<file path="src/rtl/pipe_fetch_ctrl_pkg.sv">
// Shared definitions for the fetch sequencing controller: PC mux selects,
// FSM state encoding and the redirect priority ranking.
package pipe_fetch_ctrl_pkg;

  typedef logic [2:0] pcsel_t;

  localparam pcsel_t PCSEL_SEQ  = 3'd0;
  localparam pcsel_t PCSEL_BR   = 3'd1;
  localparam pcsel_t PCSEL_JAL  = 3'd2;
  localparam pcsel_t PCSEL_JALR = 3'd3;
  localparam pcsel_t PCSEL_TRAP = 3'd4;
  localparam pcsel_t PCSEL_MRET = 3'd5;
  localparam pcsel_t PCSEL_RST  = 3'd6;
  localparam pcsel_t PCSEL_HOLD = 3'd7;

  typedef enum logic [1:0] {
    ST_BOOT,
    ST_RUN,
    ST_IWAIT,
    ST_LSTALL
  } state_t;

  // Larger rank wins when two redirects compete for the pending slot.
  function automatic logic [2:0] redir_rank(input pcsel_t sel);
    case (sel)
      PCSEL_TRAP: redir_rank = 3'd5;
      PCSEL_MRET: redir_rank = 3'd4;
      PCSEL_JALR: redir_rank = 3'd3;
      PCSEL_JAL:  redir_rank = 3'd2;
      PCSEL_BR:   redir_rank = 3'd1;
      default:    redir_rank = 3'd0;
    endcase
  endfunction

endpackage

</file>
<file path="src/rtl/pipe_fetch_ctrl_if.sv">
// Signal bundle between the fetch controller, the EX stage, the instruction
// memory handshake and the fetch datapath.
interface pipe_fetch_ctrl_if
  import pipe_fetch_ctrl_pkg::*;
#(
  parameter int CNT_W = 16
);
  logic             imem_req;
  logic             imem_ready;
  logic             ex_valid;
  logic             ex_br_taken;
  logic             ex_jal;
  logic             ex_jalr;
  logic             ex_trap;
  logic             ex_mret;
  logic             ex_is_load;
  logic [4:0]       ex_rd;
  logic [4:0]       if_rs1;
  logic [4:0]       if_rs2;
  pcsel_t           pc_sel;
  logic             pc_en;
  logic             ifex_stall;
  logic             ifex_flush;
  logic [CNT_W-1:0] flush_cnt;
  logic [CNT_W-1:0] stall_cnt;

  modport master (
    output imem_req, pc_sel, pc_en, ifex_stall, ifex_flush, flush_cnt, stall_cnt,
    input  imem_ready, ex_valid, ex_br_taken, ex_jal, ex_jalr, ex_trap, ex_mret,
    input  ex_is_load, ex_rd, if_rs1, if_rs2
  );

  modport slave (
    input  imem_req, pc_sel, pc_en, ifex_stall, ifex_flush, flush_cnt, stall_cnt,
    output imem_ready, ex_valid, ex_br_taken, ex_jal, ex_jalr, ex_trap, ex_mret,
    output ex_is_load, ex_rd, if_rs1, if_rs2
  );

endinterface

</file>
<file path="src/rtl/pipe_fetch_ctrl_sat_counter.sv">
// Event counter that sticks at all-ones instead of wrapping.
module sat_counter #(
  parameter int CNT_W = 16
) (
  input  logic             clk,
  input  logic             rst,
  input  logic             inc,
  output logic [CNT_W-1:0] cnt
);

  logic [CNT_W-1:0] r_cnt;

  always_ff @(posedge clk or posedge rst) begin
    if (rst) begin
      r_cnt <= '0;
    end else if (inc && (r_cnt != '1)) begin
      r_cnt <= r_cnt + CNT_W'(1);
    end
  end

  assign cnt = r_cnt;

endmodule

</file>
<file path="src/rtl/pipe_fetch_ctrl.sv">
// Fetch sequencing controller for the 3-stage RV32I pipeline: picks the PC
// source, gates the PC load and stalls or flushes the IF/EX register.
module pipe_fetch_ctrl
  import pipe_fetch_ctrl_pkg::*;
#(
  parameter int LOAD_STALL = 1,
  parameter int CNT_W      = 16
) (
  input logic              clk,
  input logic              rst,
  pipe_fetch_ctrl_if.master bus
);

  localparam logic [1:0] LCNT_INIT = 2'(LOAD_STALL - 1);

  state_t     r_state;
  state_t     w_nstate;
  pcsel_t     r_pend_sel;
  pcsel_t     w_npend_sel;
  logic       r_pend_v;
  logic       w_npend_v;
  logic [1:0] r_lcnt;
  logic [1:0] w_nlcnt;

  logic       w_redir_v;
  pcsel_t     w_redir_sel;
  logic       w_hazard;
  logic       w_new_wins;
  logic       w_best_v;
  pcsel_t     w_best_sel;
  pcsel_t     w_pc_sel;
  logic       w_pc_en;
  logic       w_stall;
  logic       w_flush;

  always_comb begin
    w_redir_sel = PCSEL_BR;
    if (bus.ex_trap)      w_redir_sel = PCSEL_TRAP;
    else if (bus.ex_mret) w_redir_sel = PCSEL_MRET;
    else if (bus.ex_jalr) w_redir_sel = PCSEL_JALR;
    else if (bus.ex_jal)  w_redir_sel = PCSEL_JAL;
  end

  assign w_redir_v = bus.ex_valid & (bus.ex_trap | bus.ex_mret | bus.ex_jalr |
                                     bus.ex_jal | bus.ex_br_taken);

  assign w_hazard = bus.ex_is_load & bus.ex_valid & (bus.ex_rd != 5'd0) &
                    ((bus.ex_rd == bus.if_rs1) | (bus.ex_rd == bus.if_rs2));

  // While waiting, a fresh redirect only displaces a lower-priority pending one.
  assign w_new_wins = w_redir_v &
                      (~r_pend_v | (redir_rank(w_redir_sel) > redir_rank(r_pend_sel)));
  assign w_best_v   = r_pend_v | w_redir_v;
  assign w_best_sel = w_new_wins ? w_redir_sel : r_pend_sel;

  always_comb begin
    w_pc_sel    = PCSEL_HOLD;
    w_pc_en     = 1'b0;
    w_stall     = 1'b0;
    w_flush     = 1'b0;
    w_nstate    = r_state;
    w_npend_sel = r_pend_sel;
    w_npend_v   = r_pend_v;
    w_nlcnt     = r_lcnt;
    case (r_state)
      ST_BOOT: begin
        w_pc_sel = PCSEL_RST;
        w_pc_en  = 1'b1;
        w_flush  = 1'b1;
        w_nstate = ST_RUN;
      end
      ST_RUN, ST_LSTALL: begin
        if (w_redir_v) begin
          w_nlcnt = 2'd0;
          if (bus.imem_ready) begin
            w_pc_sel = w_redir_sel;
            w_pc_en  = 1'b1;
            w_flush  = 1'b1;
            w_nstate = ST_RUN;
          end else begin
            w_npend_sel = w_redir_sel;
            w_npend_v   = 1'b1;
            w_stall     = 1'b1;
            w_nstate    = ST_IWAIT;
          end
        end else if (r_state == ST_LSTALL) begin
          w_stall = 1'b1;
          if (r_lcnt <= 2'd1) begin
            w_nlcnt  = 2'd0;
            w_nstate = ST_RUN;
          end else begin
            w_nlcnt = r_lcnt - 2'd1;
          end
        end else if (w_hazard) begin
          // The hazard cycle itself is the first of the LOAD_STALL bubbles.
          w_stall  = 1'b1;
          w_nlcnt  = LCNT_INIT;
          w_nstate = (LOAD_STALL > 1) ? ST_LSTALL : ST_RUN;
        end else if (!bus.imem_ready) begin
          w_stall  = 1'b1;
          w_nstate = ST_IWAIT;
        end else begin
          w_pc_sel = PCSEL_SEQ;
          w_pc_en  = 1'b1;
        end
      end
      ST_IWAIT: begin
        w_npend_sel = w_best_sel;
        w_npend_v   = w_best_v;
        if (bus.imem_ready) begin
          w_nstate = ST_RUN;
          w_pc_en  = 1'b1;
          if (w_best_v) begin
            w_pc_sel  = w_best_sel;
            w_flush   = 1'b1;
            w_npend_v = 1'b0;
          end else begin
            w_pc_sel = PCSEL_SEQ;
          end
        end else begin
          w_stall = 1'b1;
        end
      end
      default: begin
        w_nstate = ST_BOOT;
      end
    endcase
  end

  always_ff @(posedge clk or posedge rst) begin
    if (rst) begin
      r_state    <= ST_BOOT;
      r_pend_sel <= PCSEL_SEQ;
      r_pend_v   <= 1'b0;
      r_lcnt     <= 2'd0;
    end else begin
      r_state    <= w_nstate;
      r_pend_sel <= w_npend_sel;
      r_pend_v   <= w_npend_v;
      r_lcnt     <= w_nlcnt;
    end
  end

  assign bus.imem_req   = (r_state != ST_BOOT);
  assign bus.pc_sel     = w_pc_sel;
  assign bus.pc_en      = w_pc_en;
  assign bus.ifex_stall = w_stall;
  assign bus.ifex_flush = w_flush;

  sat_counter #(.CNT_W(CNT_W)) u_flush_cnt (
    .clk (clk),
    .rst (rst),
    .inc (w_flush & (r_state != ST_BOOT)),
    .cnt (bus.flush_cnt)
  );

  sat_counter #(.CNT_W(CNT_W)) u_stall_cnt (
    .clk (clk),
    .rst (rst),
    .inc (w_stall),
    .cnt (bus.stall_cnt)
  );

endmodule

</file>
<file path="src/flat_wrapper.sv">
// flat-port wrapper written by rule: the top's interface ports become plain ports
module pipe_fetch_ctrl_flat import pipe_fetch_ctrl_pkg::*;
#(
  parameter int LOAD_STALL = 1,
  parameter int CNT_W      = 16
)
  (clk, rst, bus_imem_req, bus_pc_sel, bus_pc_en, bus_ifex_stall, bus_ifex_flush, bus_flush_cnt, bus_stall_cnt, bus_imem_ready, bus_ex_valid, bus_ex_br_taken, bus_ex_jal, bus_ex_jalr, bus_ex_trap, bus_ex_mret, bus_ex_is_load, bus_ex_rd, bus_if_rs1, bus_if_rs2);
  pipe_fetch_ctrl_if #(.CNT_W(CNT_W)) bus_i ();
  input logic clk;
  input logic rst;
  output wire logic [$bits(bus_i.imem_req)-1:0] bus_imem_req;
  output wire logic [$bits(bus_i.pc_sel)-1:0] bus_pc_sel;
  output wire logic [$bits(bus_i.pc_en)-1:0] bus_pc_en;
  output wire logic [$bits(bus_i.ifex_stall)-1:0] bus_ifex_stall;
  output wire logic [$bits(bus_i.ifex_flush)-1:0] bus_ifex_flush;
  output wire logic [$bits(bus_i.flush_cnt)-1:0] bus_flush_cnt;
  output wire logic [$bits(bus_i.stall_cnt)-1:0] bus_stall_cnt;
  input wire logic [$bits(bus_i.imem_ready)-1:0] bus_imem_ready;
  input wire logic [$bits(bus_i.ex_valid)-1:0] bus_ex_valid;
  input wire logic [$bits(bus_i.ex_br_taken)-1:0] bus_ex_br_taken;
  input wire logic [$bits(bus_i.ex_jal)-1:0] bus_ex_jal;
  input wire logic [$bits(bus_i.ex_jalr)-1:0] bus_ex_jalr;
  input wire logic [$bits(bus_i.ex_trap)-1:0] bus_ex_trap;
  input wire logic [$bits(bus_i.ex_mret)-1:0] bus_ex_mret;
  input wire logic [$bits(bus_i.ex_is_load)-1:0] bus_ex_is_load;
  input wire logic [$bits(bus_i.ex_rd)-1:0] bus_ex_rd;
  input wire logic [$bits(bus_i.if_rs1)-1:0] bus_if_rs1;
  input wire logic [$bits(bus_i.if_rs2)-1:0] bus_if_rs2;
  assign bus_imem_req = bus_i.imem_req;
  assign bus_pc_sel = bus_i.pc_sel;
  assign bus_pc_en = bus_i.pc_en;
  assign bus_ifex_stall = bus_i.ifex_stall;
  assign bus_ifex_flush = bus_i.ifex_flush;
  assign bus_flush_cnt = bus_i.flush_cnt;
  assign bus_stall_cnt = bus_i.stall_cnt;
  assign bus_i.imem_ready = bus_imem_ready;
  assign bus_i.ex_valid = bus_ex_valid;
  assign bus_i.ex_br_taken = bus_ex_br_taken;
  assign bus_i.ex_jal = bus_ex_jal;
  assign bus_i.ex_jalr = bus_ex_jalr;
  assign bus_i.ex_trap = bus_ex_trap;
  assign bus_i.ex_mret = bus_ex_mret;
  assign bus_i.ex_is_load = bus_ex_is_load;
  assign bus_i.ex_rd = bus_ex_rd;
  assign bus_i.if_rs1 = bus_if_rs1;
  assign bus_i.if_rs2 = bus_if_rs2;
  pipe_fetch_ctrl #(.LOAD_STALL(LOAD_STALL), .CNT_W(CNT_W)) u_core (.clk(clk), .rst(rst), .bus(bus_i));
endmodule
</file>
<file path="config.mk">
export PLATFORM = sky130hd
export DESIGN_NAME = pipe_fetch_ctrl_flat
export DESIGN_NICKNAME = d
export VERILOG_FILES = /design/src/rtl/pipe_fetch_ctrl_pkg.sv /design/src/rtl/pipe_fetch_ctrl_if.sv /design/src/rtl/pipe_fetch_ctrl_sat_counter.sv /design/src/rtl/pipe_fetch_ctrl.sv /design/src/flat_wrapper.sv
export SDC_FILE = /design/constraint.sdc
export NUM_CORES = 1
export LEC_CHECK = 0
export BUFFER_PORTS_ARGS = -buffer_cell sky130_fd_sc_hd__buf_2
export CAP_MARGIN = 10
export CELL_PAD_IN_SITES_DETAIL_PLACEMENT = 0
export CELL_PAD_IN_SITES_GLOBAL_PLACEMENT = 1
export CORE_AREA = 2 2 83 85
export CTS_BUF_LIST = sky130_fd_sc_hd__clkbuf_8
export CTS_CLUSTER_DIAMETER = 50
export CTS_CLUSTER_SIZE = 20
export DETAILED_ROUTE_END_ITERATION = 8
export DIE_AREA = 0 0 85 87
export GPL_ROUTABILITY_DRIVEN = 0
export PLACE_DENSITY_LB_ADDON = 0.05
export SYNTH_ARGS = -nofsm -noshare
export SYNTH_HDL_FRONTEND = slang
export SYNTH_SLANG_ARGS = --single-unit
</file>
<file path="constraint.sdc">
create_clock -name clk -period 2.1 [get_ports clk]
set_input_delay 0.315 -clock clk [delete_from_list [all_inputs] [get_ports clk]]
set_output_delay 0.315 -clock clk [all_outputs]
set_load 0.02 [all_outputs]
</file>
==> flow_summary.yaml, run 1 <==
status:
  status: "finished, violations left"
  violations: "negative setup slack"
place:
  dpl.hpwl_microns: 3992
  pre_cts_ws_ns: -0.3103
  io_buffers: 63
final_layout:
  final_nets: 362
  layout-drive-gt1-share: 0.4414
  area_growth_pct: 35.74
  fillers: 664
  diodes: 0
grt:
  grt.met2_usage: 0.2365
  grtUsageTotal: 0.1499
  grt_overflow: 0
  grt_pass1_wl_microns: 9025
  antenna_found_initial: 0
  gr-usage-met3: 0.02654
  grt_max_degree: 41
  grt_pass1_vias: 1913
  grt.busiest_layer: "met2"
  use_met1: 0.2053
clock_tree:
  cts_tree: "done"
  postCtsHoldBufs: 0
  htree_levels: 2
  path_clk_slew_ns: 0.08
  clock_latency_ns: 0.29
  cts-root-buf: "clkbuf_8"
  cts.path.max_buffers: 2
  numCtsBuffers: 5
  cts_sinks: 40
worst_setup_path:
  r2r-start: "u_core.r_pend_sel[2]$_DFFE_PP0P_"
  crit_required_ns: 1.78
  crit_fanout: 4
  critPathArrivalTime_ns: 2.24
  r2r-end: "u_core.r_pend_sel[2]$_DFFE_PP0P_"
  reg2reg_depth: 10
  cp-start-kind: "flop"
  crit_type: "flop to output port"
  cp-end-kind: "output port"
  rrSetupSlack_ns: -0.07
floorplanning:
  coreArea_sq_um: 6569
  die_width_microns: 85
  die_area_sq_um: 7395
  start_util: 0.3560
  io_pins: 64
  die_h_microns: 87
  row_count: 30
sta:
  final_hold_viol_count: 0
  max_freq_ghz: 0.3918
  hold_slack_ns: 0.1399
  slew_violations: 0
  tightest_slew_ns: 0.5232
  fin_crit_sh: 1.215
  rsz0062_at_grt: "true"
  slew_headroom: 0.6512
  finalSetupViolCount: 6
  fin_ws_ns: -0.4525
  post-route-min-period_ns: 2.553
  fin_skew_ns: 0.006688
yosys:
  synth_edf_count: 0
  synth.distinct_cells: 47
  syn-cell-area_sq_um: 2338
  synth_warnings: 0
  syn-num-nets: 268
  synth_seq_cells: 40
  synth-async-reset-ratio: 1.000
  syn_inst: 238
  ys.flop_type: "dfrtp_1"
  ys_seq_area_frac: 0.4280
  syn_avg_cell_area_sq_um: 9.826
flow_run:
  max-cap-violations: 0
routing:
  via_per_inst: 4.886
  vias: 2018
  drtPass1Iterations: 4
  ant_nets: 0
  wl_per_cell_microns: 13.62
  drt_iter0_markers: 58
  post-route-drc-count: 0
  wl_microns: 5623
pwr:
  cellPowerDensity_nw_per_um2: 869.0
  vdd_drop_max_mv: 0.5561
  total_leakage_power_nw: 1.531
hold_path:
  hold_path_class: "primary input to asynchronous set/reset pin"
[state kept, by name, summed over array words and instances (netlist names)]
name	cells
u_core.u_flush_cnt.cnt	16
u_core.u_stall_cnt.cnt	16
u_core.r_pend_sel	3
u_core.r_lcnt	2
u_core.r_state	2
u_core.r_pend_v	1
[per-layer routing]
layer	vias up	part of all wire
li1	1017	-
met4	0	0.0098
met2	52	0.47
met3	6	0.049
met1	943	0.48
met5	-	0
[critical path: stages, from the launching register on]
cell      delay, ns
dfrtp_2        0.45
nand2b_4       0.16
ha_4           0.25
nor2b_1        0.12
o21ai_1        0.08
a32oi_2        0.22
nor2b_2        0.08
nor2_2         0.13
o22ai_2        0.10
a31oi_2        0.18
buf_4          0.16
[layout by cell type (no fill, tap or decap), types with 3 or more instances in the layout]
master	count
dfrtp_1	39
buf_4	30
nor2_1	12
clkbuf_8	6
nand2_2	3
buf_6	3
and3_1	10
xor2_1	15
nand3_2	7
xnor2_1	25
nand3_1	10
nor3_1	6
buf_2	59
nand2_1	23
o21ai_0	4
o21ai_2	3
a21oi_1	6
inv_1	7
ha_1	3
nand4_1	8
[layout make-up]
class,count,area (sq um),share of cell area
inverters,10,40.04,0.01261
repair buffers,92,554.3,0.1746
well taps,80,100.1,0.03153
flip-flops and latches,40,1002,0.3157
clock inverters,2,10.01,0.003153
multi-input cells,183,1385,0.4363
clock buffers,6,82.58,0.02602
[synth_stat cells, types with 2 or more instances]
master,count,area share
dfrtp_1,40,0.43
a21o_1,2,0.0064
and4_1,2,0.0075
mux2_2,3,0.014
or2_2,2,0.0053
nand3_1,11,0.024
nor2_1,15,0.024
o211ai_1,2,0.0064
nand4_1,8,0.021
xor2_1,15,0.056
nor2b_1,3,0.0080
inv_2,2,0.0032
o21ai_0,5,0.011
a21oi_1,9,0.019
clkbuf_1,3,0.0048
nand2_1,23,0.037
ha_1,5,0.027
and3_1,10,0.027
nand2b_1,3,0.0080
nor3_1,7,0.015
xnor2_1,25,0.094
o21ai_1,3,0.0064
nand3_2,6,0.026
nand2_2,3,0.0080
inv_1,8,0.013
a31oi_1,2,0.0053
[worst max path at each step]
stage	startpoint	to	slack (ns)	cells past startpoint
6_report	u_core.r_pend_sel[2]$_DFFE_PP0P_	bus_pc_sel[0]	-0.45	10
5_1_grt	u_core.r_pend_sel[2]$_DFFE_PP0P_	bus_pc_sel[0]	-0.58	10
4_1_cts	u_core.r_pend_sel[1]$_DFFE_PP0P_	bus_pc_sel[0]	-0.45	11
3_5_place_dp	bus_ex_jalr	bus_pc_sel[0]	-0.31	12
3_3_place_gp	bus_ex_trap	bus_pc_sel[0]	-0.29	13
2_1_floorplan	u_core.r_pend_sel[2]$_DFFE_PP0P_	bus_pc_sel[0]	-0.09	9
[through the flow]
step | cell area [sq um] | util | setup TNS [ns] | instances | power (mW)
after detailed placement | 2942 | 0.4478 | -3.283 | 401 | 2.102
final | 3174 | 0.4832 | -1.438 | 413 | 2.758
after global placement | 2942 | 0.4478 | -3.036 | 401 | 2.100
after CTS | 3073 | 0.4678 | -1.357 | 410 | 2.698
after global routing | 3174 | 0.4832 | -2.086 | 413 | 2.949
after floorplan | 2375 | - | -0.08990 | 238 | 1.753
[power by group]
| part | leakage (nW) | switching, mW | total (mW) | internal (mW) |
|---|---|---|---|---|
| clock | 0.0510 | 0.272 | 0.534 | 0.262 |
| sequential | 0.514 | 0.203 | 1.11 | 0.912 |
| combinational | 0.966 | 0.601 | 1.11 | 0.508 |
| total | 1.53 | 1.08 | 2.76 | 1.68 |
[kinds of logic (layout without fill, tap and decap cells)]
kind of cell,Yosys count,count (layout),synth area share
xor+xnor,40,40,0.1498
simple gates,97,97,0.2231
flops,40,40,0.4280
compound gates,36,36,0.1156
mux,5,5,0.02514
fa+ha+maj,5,5,0.02675
buf+inv,15,110,0.03157
[repair_timing]
action | CTS | global route
buffers inserted | 1 | 3
hold endpoints to repair | 0 | 0
pin swaps | 9 | 10
resized for setup | 8 | 19
setup endpoints to repair | 8 | 8
No activity file was read; power rests on OpenSTA's default activity.
==> inputs of run 2 (changes only) <==
--- a/config.mk
+++ b/config.mk
@@ -9,14 +9,15 @@
 export CAP_MARGIN = 10
 export CELL_PAD_IN_SITES_DETAIL_PLACEMENT = 0
 export CELL_PAD_IN_SITES_GLOBAL_PLACEMENT = 1
-export CORE_AREA = 2 2 83 85
-export CTS_BUF_LIST = sky130_fd_sc_hd__clkbuf_8
+export CORE_AREA = 2 2 84 86
+export CTS_BUF_LIST = sky130_fd_sc_hd__clkbuf_8 sky130_fd_sc_hd__clkbuf_16
 export CTS_CLUSTER_DIAMETER = 50
 export CTS_CLUSTER_SIZE = 20
 export DETAILED_ROUTE_END_ITERATION = 8
-export DIE_AREA = 0 0 85 87
+export DIE_AREA = 0 0 86 88
 export GPL_ROUTABILITY_DRIVEN = 0
 export PLACE_DENSITY_LB_ADDON = 0.05
+export REMOVE_ABC_BUFFERS = 1
 export SYNTH_ARGS = -nofsm -noshare
 export SYNTH_HDL_FRONTEND = slang
 export SYNTH_SLANG_ARGS = --single-unit
==> run 2 against run 1 <==
  * The run still ends with negative setup slack left
  * Worst hold slack lost 0.0023 ns
  * Register-to-register slack lost 0.09 ns
  * Die area grew 2.3%
  * Critical endpoint unchanged
  * Largest power group is now combinational logic
  * Worst setup slack gained 0.027 ns
  * Power grew 6.6%
  * Global-route usage grew 0.34 points
  * Non-clock buffer count grew 2
==> flow_summary.yaml, run 2 (synthesis gave the netlist of run 1 again) <==
status:
  status: "finished, violations left"
  violations: "negative setup slack"
pwr:
  total_leakage_power_nw: 1.565
  total_power_mw: 2.939
  vdd_drop_max_mv: 0.5822
  cellPowerDensity_nw_per_um2: 916.6
clock_tree:
  htree_levels: 2
  cts.path.max_buffers: 2
  cts_tree: "done"
  clock_latency_ns: 0.29
  path_clk_slew_ns: 0.08
  numCtsBuffers: 5
  cts_sinks: 40
  cts-root-buf: "clkbuf_8"
worst_setup_path:
  crit_required_ns: 1.78
  reg2reg_depth: 12
  crit_path_end: "bus_pc_sel[0]"
  r2r-start: "u_core.r_pend_sel[1]$_DFFE_PP0P_"
  cp-start-kind: "flop"
  r2r-end: "u_core.r_pend_sel[0]$_DFFE_PP0P_"
  crit_type: "flop to output port"
  crit_fanout: 3
  cp-end-kind: "output port"
  critPathArrivalTime_ns: 2.21
  crit_start: "u_core.r_pend_sel[1]$_DFFE_PP0P_"
  rrSetupSlack_ns: -0.16
grt:
  antenna_found_initial: 0
  grt_overflow: 0
  grtUsageTotal: 0.1533
  grt_pass1_wl_microns: 9266
  grt_max_degree: 41
  grt_pass1_vias: 1919
floorplanning:
  die_area_sq_um: 7568
  io_pins: 64
  die_h_microns: 88
  start_util: 0.3520
  row_count: 30
  coreArea_sq_um: 6644
  die_width_microns: 86
place:
  place_area_sq_um: 2890
  pre_cts_ws_ns: -0.3690
  io_buffers: 63
  dpl.hpwl_microns: 3952
flow_run:
  max-cap-violations: 0
final_layout:
  most-common-layout-cells: "buf_2, dfrtp_1, buf_4, xnor2_1, nand2_1"
  area_growth_pct: 37.13
  final_nets: 364
  final_area_sq_um: 3207
  layout-drive-gt1-share: 0.4299
  layout_commonest_cell: "buf_2"
  diodes: 0
routing:
  vias: 2038
  drt_iter0_markers: 112
  post-route-drc-count: 0
  drtPass1Iterations: 4
  ant_nets: 0
  via_per_inst: 4.911
  wl_microns: 5410
  wl_per_cell_microns: 13.04
sta:
  slew_headroom: 0.6641
  slew_violations: 0
  final_hold_viol_count: 0
  fin_skew_ns: 0.005895
  fin_crit_sh: 1.203
  tightest_slew_ns: 0.5038
  finalSetupViolCount: 6
  post-route-min-period_ns: 2.526
  rsz0062_at_grt: "true"
  fin_ws_ns: -0.4259
  max_freq_ghz: 0.3959
hold_path:
  hold_path_class: "primary input to asynchronous set/reset pin"
[run 2: cell count changes in the layout (fill, tap and decap cells not counted), sizes merged]
cell    change
buf         +2
clkbuf      +1
bufinv      +1
clkinv      -2
[run 2: critical path: stages (launching register included)]
cell and delay [ns]:
dfrtp_1 0.43, nand2b_4 0.16, mux2i_1 0.14, ha_2 0.30
a32oi_2 0.23, nor2b_1 0.09, nor2_1 0.13, o22ai_1 0.10
a31oi_1 0.18, buf_4 0.16
[run 2: how the worst min path moves through the flow]
stage	from	end	cells past startpoint
after floorplan	bus_imem_ready	u_core.r_state[0]$_DFFE_PP0P_	1
after global placement	u_core.r_lcnt[0]$_DFFE_PP0P_	u_core.r_lcnt[0]$_DFFE_PP0P_	1
after detailed placement	rst	u_core.u_stall_cnt.cnt[10]$_DFFE_PP0P_	3
after CTS	rst	u_core.u_stall_cnt.cnt[11]$_DFFE_PP0P_	3
after global routing	rst	u_core.u_stall_cnt.cnt[11]$_DFFE_PP0P_	3
final	rst	u_core.u_stall_cnt.cnt[11]$_DFFE_PP0P_	3
[run 2: routing by layer]
layer | wire (microns) | global-route usage | vias up
met1 | 2571 | 0.2172 | 953
met4 | 68 | 0.04762 | 0
li1 | - | - | 1024
met2 | 2465 | 0.2396 | 54
met3 | 304 | 0.02639 | 7
met5 | 0 | 0 | -
[run 2: power breakdown]
part / leakage, nW / total, mW / internal (mW) / switching, mW
Sequential: 0.514 / 1.11 / 0.912 / 0.200
Combinational: 0.986 / 1.14 / 0.550 / 0.593
Clock: 0.0645 / 0.684 / 0.419 / 0.265
Total: 1.56 / 2.94 / 1.88 / 1.06
[run 2: what timing repair did]
item,in CTS,in global routing
hold buffers,0,0
resized for setup,23,9
pin swaps,12,8
buffers inserted,6,2
setup endpoints to repair,8,8
[run 2: area by class of cell]
cell class | count | area, sq um
fillers | 663 | 3437
multi-input cells | 183 | 1368
flip-flops and latches | 40 | 1002
repair buffers | 94 | 573.1
well taps | 80 | 100.1
clock buffers | 7 | 96.34
inverters | 10 | 37.54
clock inverters | 1 | 30.03
[run 2: stage by stage]
step	TNS (ns)	cells	hold slack [ns]	utilization
after floorplan	-0.7350	233	0.4457	-
after global placement	-2.566	399	0.4664	0.4350
after detailed placement	-2.382	399	0.4664	0.4350
after CTS	-1.426	413	0.1530	0.4753
after global routing	-2.600	415	0.1970	0.4827
final	-1.700	415	0.1376	0.4827
